`config.mk`:
```
export PLATFORM = sky130hd
export DESIGN_NAME = dmem_access_ctrl
export DESIGN_NICKNAME = d
export VERILOG_FILES = /design/src/rtl/dmem_pkg.sv /design/src/rtl/dmem_lane_align.sv /design/src/rtl/dmem_access_ctrl.sv
export SDC_FILE = /design/constraint.sdc
export NUM_CORES = 1
export LEC_CHECK = 0
export BUFFER_PORTS_ARGS = -buffer_cell sky130_fd_sc_hd__buf_2
export CORE_MARGIN = 2
export CORE_UTILIZATION = 45
export DETAILED_ROUTE_END_ITERATION = 16
export GPL_TIMING_DRIVEN = 0
export HOLD_SLACK_MARGIN = 0.06
export PLACE_DENSITY_LB_ADDON = 0.1
export SETUP_SLACK_MARGIN = 0.05
export SLEW_MARGIN = 10
export SYNTH_ARGS = -nofsm -noshare
export SYNTH_HDL_FRONTEND = slang
export SYNTH_SLANG_ARGS = --single-unit
```
`constraint.sdc`:
```
create_clock -name clk -period 2 [get_ports clk]
set_input_delay 0.3 -clock clk [delete_from_list [all_inputs] [get_ports clk]]
set_output_delay 0.3 -clock clk [all_outputs]
set_load 0.02 [all_outputs]
```
`src/rtl/dmem_pkg.sv`:
```
// Shared types for the data-memory access controller.
package dmem_pkg;

    localparam int DATA_W = 32;

    typedef enum logic [1:0] {
        SZ_BYTE = 2'b00,
        SZ_HALF = 2'b01,
        SZ_WORD = 2'b10,
        SZ_BAD  = 2'b11
    } size_e;

    typedef enum logic [2:0] {
        S_IDLE,
        S_RD,
        S_GAP,
        S_WR,
        S_RESP
    } state_e;

endpackage

```
`src/rtl/dmem_lane_align.sv`:
```
// Little-endian lane handling: load extract/extend and sub-word store merge.
module dmem_lane_align #(
    parameter int DATA_W = dmem_pkg::DATA_W
) (
    input  logic [1:0]        addr_lo,
    input  logic [1:0]        size,
    input  logic              is_signed,
    input  logic [DATA_W-1:0] rword,
    input  logic [DATA_W-1:0] wdata,
    output logic [DATA_W-1:0] ld_data,
    output logic [DATA_W-1:0] st_word
);
    import dmem_pkg::*;

    logic [4:0]        sh;
    logic [DATA_W-1:0] shifted;
    logic [DATA_W-1:0] mask;

    always_comb begin
        sh      = {addr_lo, 3'b000};
        shifted = rword >> sh;
        ld_data = rword;
        mask    = '1;
        case (size_e'(size))
            SZ_BYTE: begin
                ld_data = is_signed ? {{(DATA_W-8){shifted[7]}}, shifted[7:0]}
                                    : {{(DATA_W-8){1'b0}}, shifted[7:0]};
                mask    = DATA_W'(8'hFF) << sh;
            end
            SZ_HALF: begin
                ld_data = is_signed ? {{(DATA_W-16){shifted[15]}}, shifted[15:0]}
                                    : {{(DATA_W-16){1'b0}}, shifted[15:0]};
                mask    = DATA_W'(16'hFFFF) << sh;
            end
            default: ;
        endcase
        // Word size leaves mask all-ones, so the merge degenerates to wdata.
        st_word = (rword & ~mask) | ((wdata << sh) & mask);
    end

endmodule

```
`src/rtl/dmem_access_ctrl.sv`:
```
// Load/store initiator for a 128-word strobe-level bank, with sub-word RMW.
// Optional range check enabled by defining DMEM_BOUNDS_CHECK_EN.
module dmem_access_ctrl #(
    parameter int DATA_W      = dmem_pkg::DATA_W,
    parameter int DEPTH_WORDS = 128,
    parameter int MEM_LAT     = 1
) (
    input  logic              clk,
    input  logic              rst_n,
    input  logic              req_valid,
    output logic              req_ready,
    input  logic              req_we,
    input  logic [1:0]        req_size,
    input  logic              req_signed,
    input  logic [31:0]       req_addr,
    input  logic [DATA_W-1:0] req_wdata,
    output logic              resp_valid,
    output logic [DATA_W-1:0] resp_rdata,
    output logic              resp_err,
    output logic              mem_read,
    output logic              mem_write,
    output logic [31:0]       mem_addr,
    output logic [DATA_W-1:0] mem_wdata,
    input  logic [DATA_W-1:0] mem_rdata
);
    import dmem_pkg::*;

    localparam int CNT_W = (MEM_LAT > 0) ? $clog2(MEM_LAT + 1) : 1;
    localparam logic [CNT_W-1:0] LAT_LAST = CNT_W'(MEM_LAT);
`ifdef DMEM_BOUNDS_CHECK_EN
    localparam bit BOUNDS_EN = 1'b1;
`else
    localparam bit BOUNDS_EN = 1'b0;
`endif

    state_e            state_q, state_d;
    logic [CNT_W-1:0]  cnt_q, cnt_d;
    logic              we_q, we_d;
    size_e             size_q, size_d;
    logic              signed_q, signed_d;
    logic              err_q, err_d;
    logic [31:0]       addr_q, addr_d;
    logic [DATA_W-1:0] wdata_q, wdata_d;
    logic [DATA_W-1:0] rdata_q, rdata_d;

    logic              acc_err;
    logic              lat_done;
    logic [DATA_W-1:0] ld_data;
    logic [DATA_W-1:0] st_word;

    always_comb begin
        acc_err = 1'b0;
        case (size_e'(req_size))
            SZ_HALF: acc_err = req_addr[0];
            SZ_WORD: acc_err = (req_addr[1:0] != 2'b00);
            SZ_BAD:  acc_err = 1'b1;
            default: ;
        endcase
        if (BOUNDS_EN && (req_addr[31:2] >= 30'(DEPTH_WORDS)))
            acc_err = 1'b1;
    end

    assign lat_done = (cnt_q == LAT_LAST);

    always_comb begin
        state_d  = state_q;
        we_d     = we_q;
        size_d   = size_q;
        signed_d = signed_q;
        err_d    = err_q;
        addr_d   = addr_q;
        wdata_d  = wdata_q;
        rdata_d  = rdata_q;
        case (state_q)
            S_IDLE: if (req_valid) begin
                we_d     = req_we;
                size_d   = size_e'(req_size);
                signed_d = req_signed;
                err_d    = acc_err;
                addr_d   = req_addr;
                wdata_d  = req_wdata;
                if (acc_err)
                    state_d = S_RESP;
                else if (req_we && size_e'(req_size) == SZ_WORD)
                    state_d = S_WR;
                else
                    state_d = S_RD;
            end
            S_RD: if (lat_done) begin
                rdata_d = mem_rdata;
                state_d = we_q ? S_GAP : S_RESP;
            end
            S_GAP:   state_d = S_WR;
            S_WR:    if (lat_done) state_d = S_RESP;
            S_RESP:  state_d = S_IDLE;
            default: state_d = S_IDLE;
        endcase
        // Counter restarts on every state change; it only advances while a strobe is held.
        if (state_d != state_q)
            cnt_d = '0;
        else if (state_q == S_RD || state_q == S_WR)
            cnt_d = cnt_q + 1'b1;
        else
            cnt_d = cnt_q;
    end

    always_ff @(posedge clk or negedge rst_n) begin
        if (!rst_n) begin
            state_q  <= S_IDLE;
            cnt_q    <= '0;
            we_q     <= 1'b0;
            size_q   <= SZ_BYTE;
            signed_q <= 1'b0;
            err_q    <= 1'b0;
            addr_q   <= '0;
            wdata_q  <= '0;
            rdata_q  <= '0;
        end else begin
            state_q  <= state_d;
            cnt_q    <= cnt_d;
            we_q     <= we_d;
            size_q   <= size_d;
            signed_q <= signed_d;
            err_q    <= err_d;
            addr_q   <= addr_d;
            wdata_q  <= wdata_d;
            rdata_q  <= rdata_d;
        end
    end

    dmem_lane_align #(.DATA_W(DATA_W)) u_align (
        .addr_lo   (addr_q[1:0]),
        .size      (size_q),
        .is_signed (signed_q),
        .rword     (rdata_q),
        .wdata     (wdata_q),
        .ld_data   (ld_data),
        .st_word   (st_word)
    );

    // All outputs decode from registered state, so they stay glitch-free and stable per state.
    assign req_ready  = (state_q == S_IDLE);
    assign mem_read   = (state_q == S_RD);
    assign mem_write  = (state_q == S_WR);
    assign mem_addr   = {2'b00, addr_q[31:2]};
    assign mem_wdata  = (state_q == S_GAP || state_q == S_WR) ? st_word : '0;
    assign resp_valid = (state_q == S_RESP);
    assign resp_err   = (state_q == S_RESP) && err_q;
    assign resp_rdata = (state_q == S_RESP && !err_q && !we_q) ? ld_data : '0;

endmodule

```
==> run metrics, run 1 <==
Crit Path Max Fanout 5; hpwl dp 13900 µm; CP startpoint addr_q[0]; initial antenna violation count 1; drt via density 5.29; Buffers on Ports 201; kind of critical path reg -> out; R2R setup slack around 130 ps; Num CTS Buffers 9; Area Growth Syn to Fin 52.7%; largest net degree at the start of global routing 71; final cycle utilization of the critical path 1.23; min-delay worst type in -> reg; initial drt markers 260; I/O pin cnt 204; vias in the first global route around 5.6k; post-layout util 0.697; H-tree levels 3; clock skew approximately 9.9 ps; core area 13100 µm²; post-synth top area cell dfrtp_1; Yosys top cell area share 0.438; EDFF count, synth 0; Placer Congestion 0.921; First-pass DRT Iterations 4; Die H roughly 120 µm; reg2reg end rdata_q[19]; Num Clock Sinks about 110; Synth Register Bits roughly 110; Setup-failing EPs final 64; total power per unit cell area roughly 1800 nW/µm²; most area-consuming cells after synthesis dfrtp_1 (44%), mux2_2 (11%), mux2i_1 (9.3%); Leakage 4.46 nW; crit path capture resp_rdata[29]; final wirelength slightly below 20000 µm; Worst slew margin 0.610; via count 5575; post-synthesis instance area 6000 µm²; MaxCap Viol Count 0; actual slew at the worst max-slew pin 583 ps; Worst setup EP type primary output; first-pass GRT wire length between 20000 and 30000 µm; failing checks setup timing; Max Fclk 0.405 GHz; DIE AREA between 10000 and 15000 µm²; Avg Inst Size Synth ~9.6 µm²; # rows 42; Worst Path Arrival 2170 ps; Critical Path RT between 1500 and 2000 ps; Fin Hold WS ~130 ps; final hold vios 0; Max Buffers Root-to-Sink 2; die width ~120 µm; Worst VDD drop 0.000831 V; setup ws final -468 ps; RSZ-0062 raised after global routing true; Nets 975; fin crit period 2470 ps; antenna diode instance count 0; asr flop ratio synth 1.00; max-slew violations 0; Root Driver clkbuf_16; total gr overflow 0; Yosys cell types slightly above 40; worst r2r src state_q[1]; ratio of cells with drive above 1 in the final layout 0.555; CTS clock-pin slew for the worst setup and hold paths 80 ps; All-Layer GR Usage 0.270; Worst R2R Path Depth 5; DR WL/cell 18.8 µm; clock insertion delay at the later pin of the skew report between 300 and 400 ps; sequential-to-total area share from yosys stat 0.438; run status finished, violations left; CTS tree built; DRC errors left 0; Post-Syn Instances 624; Starting Density 0.457; Ys Warns 0; Critical Path Start Type flip-flop; Post-synth top flop dfrtp_1; Routed Antenna Nets 0
synth_stat cells, types with 3 or more instances:
library cell	number
nand2_1	136
mux2_2	61
o21ai_0	12
nor3b_1	9
a21oi_1	19
dfrtp_1	105
nor2b_1	3
nor3_1	4
o2bb2ai_1	22
mux2i_1	56
a21o_1	18
inv_1	11
a221oi_1	9
clkbuf_1	19
buf_4	33
buf_2	18
and2_1	3
a22oi_1	7
nand3_1	9
nor2_1	46
state kept, by name, indices dropped and copies added, names as in the netlist:
register,count
addr_q,32
size_q,2
signed_q,1
wdata_q,32
err_q,1
cnt_q,1
rdata_q,32
state_q,3
we_q,1
power breakdown:
part | leakage (nW) | internal (mW) | switching (mW)
sequential | 1.26 | 3.20 | 1.34
clock | 0.162 | 1.17 | 0.808
combinational | 3.04 | 4.93 | 5.13
per-layer routing:
layer	vias up	part of all wire	global-route usage	routed length [µm]
met5	-	0	0	0
met4	0	0.031	0.118	622
met3	51	0.060	0.0565	1180
met2	209	0.50	0.450	9910
met1	2698	0.41	0.337	8090
li1	2617	-	-	-
critical path, cell delays in order, from the launching register on:
cell and delay (ps):
dfrtp_1 400, and2b_1 220, buf_6 120, a32oi_4 130
a2111oi_4 380, buf_6 180, clkbuf_16 150, a21o_1 110
buf_6 120
placed cells by master, fill, tap and decap left out, types with 3 or more instances in the layout:
cell type,n
a21o_1,9
a21o_4,8
a21oi_2,7
a21oi_4,11
a221oi_2,8
a22oi_2,7
buf_12,6
buf_2,145
buf_4,79
buf_6,53
buf_8,6
clkbuf_1,5
clkbuf_16,12
clkbuf_4,5
clkbuf_8,5
dfrtp_1,100
dfrtp_2,5
inv_1,11
mux2_2,59
mux2i_1,48
mux2i_2,7
nand2_1,129
nand2_2,3
nand2_4,4
nand3_1,8
nor2_1,26
nor2_2,15
nor2_4,5
nor2b_1,3
nor3_1,3
nor3b_1,5
nor3b_2,3
o21ai_0,12
o2bb2ai_1,15
o2bb2ai_2,4
o2bb2ai_4,3
layout make-up:
class	instances	area [µm²]
fill	977	3980
multi-input combinational	434	3520
sequential	105	2630
timing repair buffer	237	1750
buffer	73	653
clock buffer	11	253
tap	176	220
clock inverter	5	85.1
inverter	12	47.5
worst min-delay path by stage:
stage	from	end	slack [ps]	cells past startpoint
floorplan	rst_n	addr_q[0]	4	0
global placement	addr_q[28]	addr_q[28]	460	2
detailed placement	rst_n	wdata_q[11]	220	1
CTS	req_addr[13]	addr_q[13]	120	3
global route	req_addr[17]	addr_q[17]	130	3
finish	req_addr[13]	addr_q[13]	130	3
per-stage QoR:
step	std cells	total power [mW]	TNS [ps]	setup WS, ps	instance area (µm²)
finish	1053	16.6	-23010	-468	9160
global route	1053	17.4	-27090	-538	9160
CTS	1041	15.2	-20210	-475	8570
detailed placement	1003	11.6	-11830	-414	7390
global placement	1002	11.4	-63080	-517	7360
floorplan	625	9.42	-43.1	-9.31	6130
what timing repair did:
item	CTS	global route
endpoints found under the hold margin	35	0
gates cloned	2	2
hold buffers	1	0
setup endpoints to repair	89	137
pin swaps	35	51
buffers inserted	20	10
resized for setup	175	119
logic make-up (layout without fill, tap and decap cells):
group                  after synthesis  count (layout)  share of synthesized area
buffers and inverters               86             338                     0.0807
flip-flops                         105             105                      0.438
AO/OA/AOI/OAI                       97              97                      0.121
other                                1               2                   0.000625
multiplexers                       117             117                      0.208
AND/OR/NAND/NOR                    218             218                      0.152
Note: power is estimated with default switching activity, not from simulation.
==> run 2: changes to the inputs <==
--- a/config.mk
+++ b/config.mk
@@ -5,11 +5,12 @@
 export SDC_FILE = /design/constraint.sdc
 export NUM_CORES = 1
 export LEC_CHECK = 0
+export ABC_AREA = 1
 export BUFFER_PORTS_ARGS = -buffer_cell sky130_fd_sc_hd__buf_2
 export CORE_MARGIN = 2
 export CORE_UTILIZATION = 45
+export CTS_CLUSTER_SIZE = 12
 export DETAILED_ROUTE_END_ITERATION = 16
-export GPL_TIMING_DRIVEN = 0
 export HOLD_SLACK_MARGIN = 0.06
 export PLACE_DENSITY_LB_ADDON = 0.1
 export SETUP_SLACK_MARGIN = 0.05
==> run 2 against run 1 <==
  * Sequential power down 4%
  * Non-clock buffer count shrank 58
  * Utilization down 5.3 points
  * Cell count grew 14%
  * Die area fell by 0.56%
  * Critical path depth did not move
  * Cell area fell by 7.9%
  * Sequential share of layout area is 2.5 points higher
  * Wire length is 1.1% lower
  * Via count is 11% higher
  * Clock power shrank 13%
  * The flow still finishes with violations (setup timing)
==> run metrics, run 2 <==
ratio of cells with drive above 1 in the final layout 0.394; Post-Synth Adder-Cell Area 0; I/O pin cnt 204; DRC errors left 0; commonest non-fill, non-tap cell in the layout nand2_1; core area around 13000 µm²; CP delay by family, top simple AND/OR/NAND/NOR gates; First-pass DRT Iterations 6; RSZ-0062 raised after global routing true; post-synthesis instance area 5970 µm²; Comb pwr share 0.591; CP peak stage delay 480 ps; post-synth top area cell dfrtp_1; Worst Path Arrival roughly 1900 ps; run status finished, violations left; cell count after placement 1165; failing checks setup timing; Yosys top cell area share 0.440; post-route insts no fill roughly 1.2k; Largest regs addr_q (32), rdata_q (32), wdata_q (32); Leakage about 4.4 nW; Placer Congestion around 1; drt via density 5.15; first-pass GRT wire length 30800 µm; switch share 0.497; MaxCap Viol Count 0; crit path buf inv count 2; Die H around 120 µm; antenna diode instance count 0; Post-Syn Instances approximately 820; Area Growth Syn to Fin 41.4%; Critical Path RT ~1700 ps; CTS clock-pin slew for the worst setup and hold paths 70 ps; setup ws final -191 ps; hpwl dp 13800 µm; Critical Path Start Type flip-flop; Max Buffers Root-to-Sink 2; Num Clock Sinks roughly 110; total gr overflow 0; total power per unit cell area 1760 nW/µm²; final hold vios 0; via count 6172; initial drt markers 477; most area-consuming cells after synthesis dfrtp_1 (44%), nand2_1 (21%), nor2_1 (5.3%); Synth Register Bits ~110; largest family of logic cells by synthesized area simple AND/OR/NAND/NOR gates; CP max-delay cell dfrtp_2; Seq pwr share 0.293; Avg Inst Size Synth 7.24 µm²; Worst VDD drop 0.000916 V; post-route met1 wirelength 8460 µm; top cells by count, synth nand2_1 (329), dfrtp_1 (105), nor2_1 (85); clock skew 9.24 ps; crit path cell chain buf_12 -> nand3_2 -> nand3_2 -> nand3_2 -> nand3_4 -> nand2_8 -> nor2_4 -> buf_6; Root Driver clkbuf_16; final cycle utilization of the critical path 1.10; final wirelength 19600 µm; # rows 42; pre-CTS WS 135 ps; initial antenna violation count 0; Starting Density 0.456; Ys Warns 0; simple-gate share of the synthesized area 0.303; xor and xnor area share after synthesis 0; DR WL/cell 16.3 µm; Max Fclk 0.456 GHz; clock insertion delay at the later pin of the skew report 360 ps; min-delay worst type in -> reg; total power 14.8 mW; Most common cell on crit path nand3_2; metal3 WL ~1600 µm; cell internal pwr approximately 7.5 mW; largest net degree at the start of global routing 56; post-synthesis compound-gate area fraction 0.116; die width 119 µm; most frequent cells in the layout nand2_1 (308), buf_2 (149), dfrtp_1 (101); max-slew violations 0; most frequent cell after synthesis nand2_1; H-tree levels 3; DIE AREA 14200 µm²; Nets ~1.1k; Worst setup EP type primary output; Setup-failing EPs final 57; Routed Antenna Nets 0; multiplexer share of the synthesized area 0.0413; Clk pwr share 0.116; Num CTS Buffers 9; vias in the first global route a little under 6k; kind of critical path reg -> out; Crit Path Max Fanout 24; Layout fillers between 1k and 1.5k; Sw Pwr 7.38 mW; sequential-to-total area share from yosys stat 0.440; met2 WL post-DR 9110 µm; Post-synth top flop dfrtp_1; Yosys cell types 26; EDFF count, synth 0; CTS tree built; asr flop ratio synth 1.00; Buffers on Ports 201; fin crit period 2190 ps; uppermost layer routed met4; All-Layer GR Usage 0.278
-- run 2: cell types whose count changed in the layout (fill, tap and decap cells not counted), sizes merged, moves of 22 or more --
cell | before | now
a21oi | 20 | 50
buf | 291 | 250
mux2 | 61 | 21
nor2 | 46 | 98
mux2i | 56 | 1
nand2 | 136 | 335
inv | 13 | 42
o21ai | 13 | 52
o2bb2ai | 22 | 0
-- run 2: final cells by class --
| class | count | area [µm²] | share of cell area |
|---|---|---|---|
| flip-flops and latches | 105 | 2630 | 0.312 |
| clock inverters | 6 | 48.8 | 0.00578 |
| repair buffers | 252 | 1790 | 0.212 |
| inverters | 42 | 180 | 0.0214 |
| multi-input cells | 608 | 3330 | 0.394 |
| well taps | 176 | 220 | 0.0261 |
| clock buffers | 10 | 239 | 0.0283 |
-- run 2: path summary, 6_finish.rpt --
kind                                   start        endpoint  slack, ps  cells past startpoint
worst max-delay path               addr_q[1]  resp_rdata[17]       -190                      8
worst min-delay path            req_addr[31]      addr_q[31]        140                      3
worst max register to register    state_q[1]           cnt_q        380                      9
worst min register to register     addr_q[4]       addr_q[4]        470                      2
max in group asynchronous              rst_n      addr_q[26]       1110                      3
min in group asynchronous              rst_n       addr_q[3]        330                      2
-- run 2: metrics by stage --
stage / utilization / area, µm² / hold slack, ps / setup TNS [ps]
after floorplan: - / 5970 / 4.41 / 0
after global placement: 0.542 / 7100 / 163 / 0
after detailed placement: 0.542 / 7100 / 161 / 0
after CTS: 0.623 / 8150 / 128 / -7010
after global routing: 0.645 / 8440 / 127 / -11890
final: 0.645 / 8440 / 136 / -6740
-- run 2: worst min-delay path: stages --
cell,delay [ps]
buf_2,70
nand2_1,40
nand2_1,50
-- run 2: power groups by stage --
stage                     clock network [mW]  logic [mW]  registers (mW)
after detailed placement                   0        6.86            4.20
after floorplan                            0        5.14            3.79
after global placement                     0        6.79            4.22
after global routing                    1.86        9.59            4.46
final                                   1.72        8.77            4.35
after CTS                               1.76        8.14            4.26
-- run 2: layer usage --
layer | vias to the layer above | global-route usage
met2 | 274 | 0.438
met4 | 0 | 0.0685
li1 | 2976 | -
met1 | 2891 | 0.372
met5 | - | 0
met3 | 31 | 0.0886
-- run 2: kinds of logic after synthesis --
family                 after synthesis
multiplexers                        22
AND/OR/NAND/NOR                    457
AO/OA/AOI/OAI                      125
other                                1
buffers and inverters              114
flip-flops                         105
-- run 2: timing repair --
| item | 4_1_cts | 5_1_grt |
|---|---|---|
| setup endpoints to repair | 64 | 64 |
| gates resized for setup | 187 | 72 |
| cloned | 4 | 1 |
| hold buffers | 1 | 0 |
| endpoints found under the hold margin | 65 | 0 |
| pin swaps | 21 | 30 |
| setup buffers | 8 | 5 |
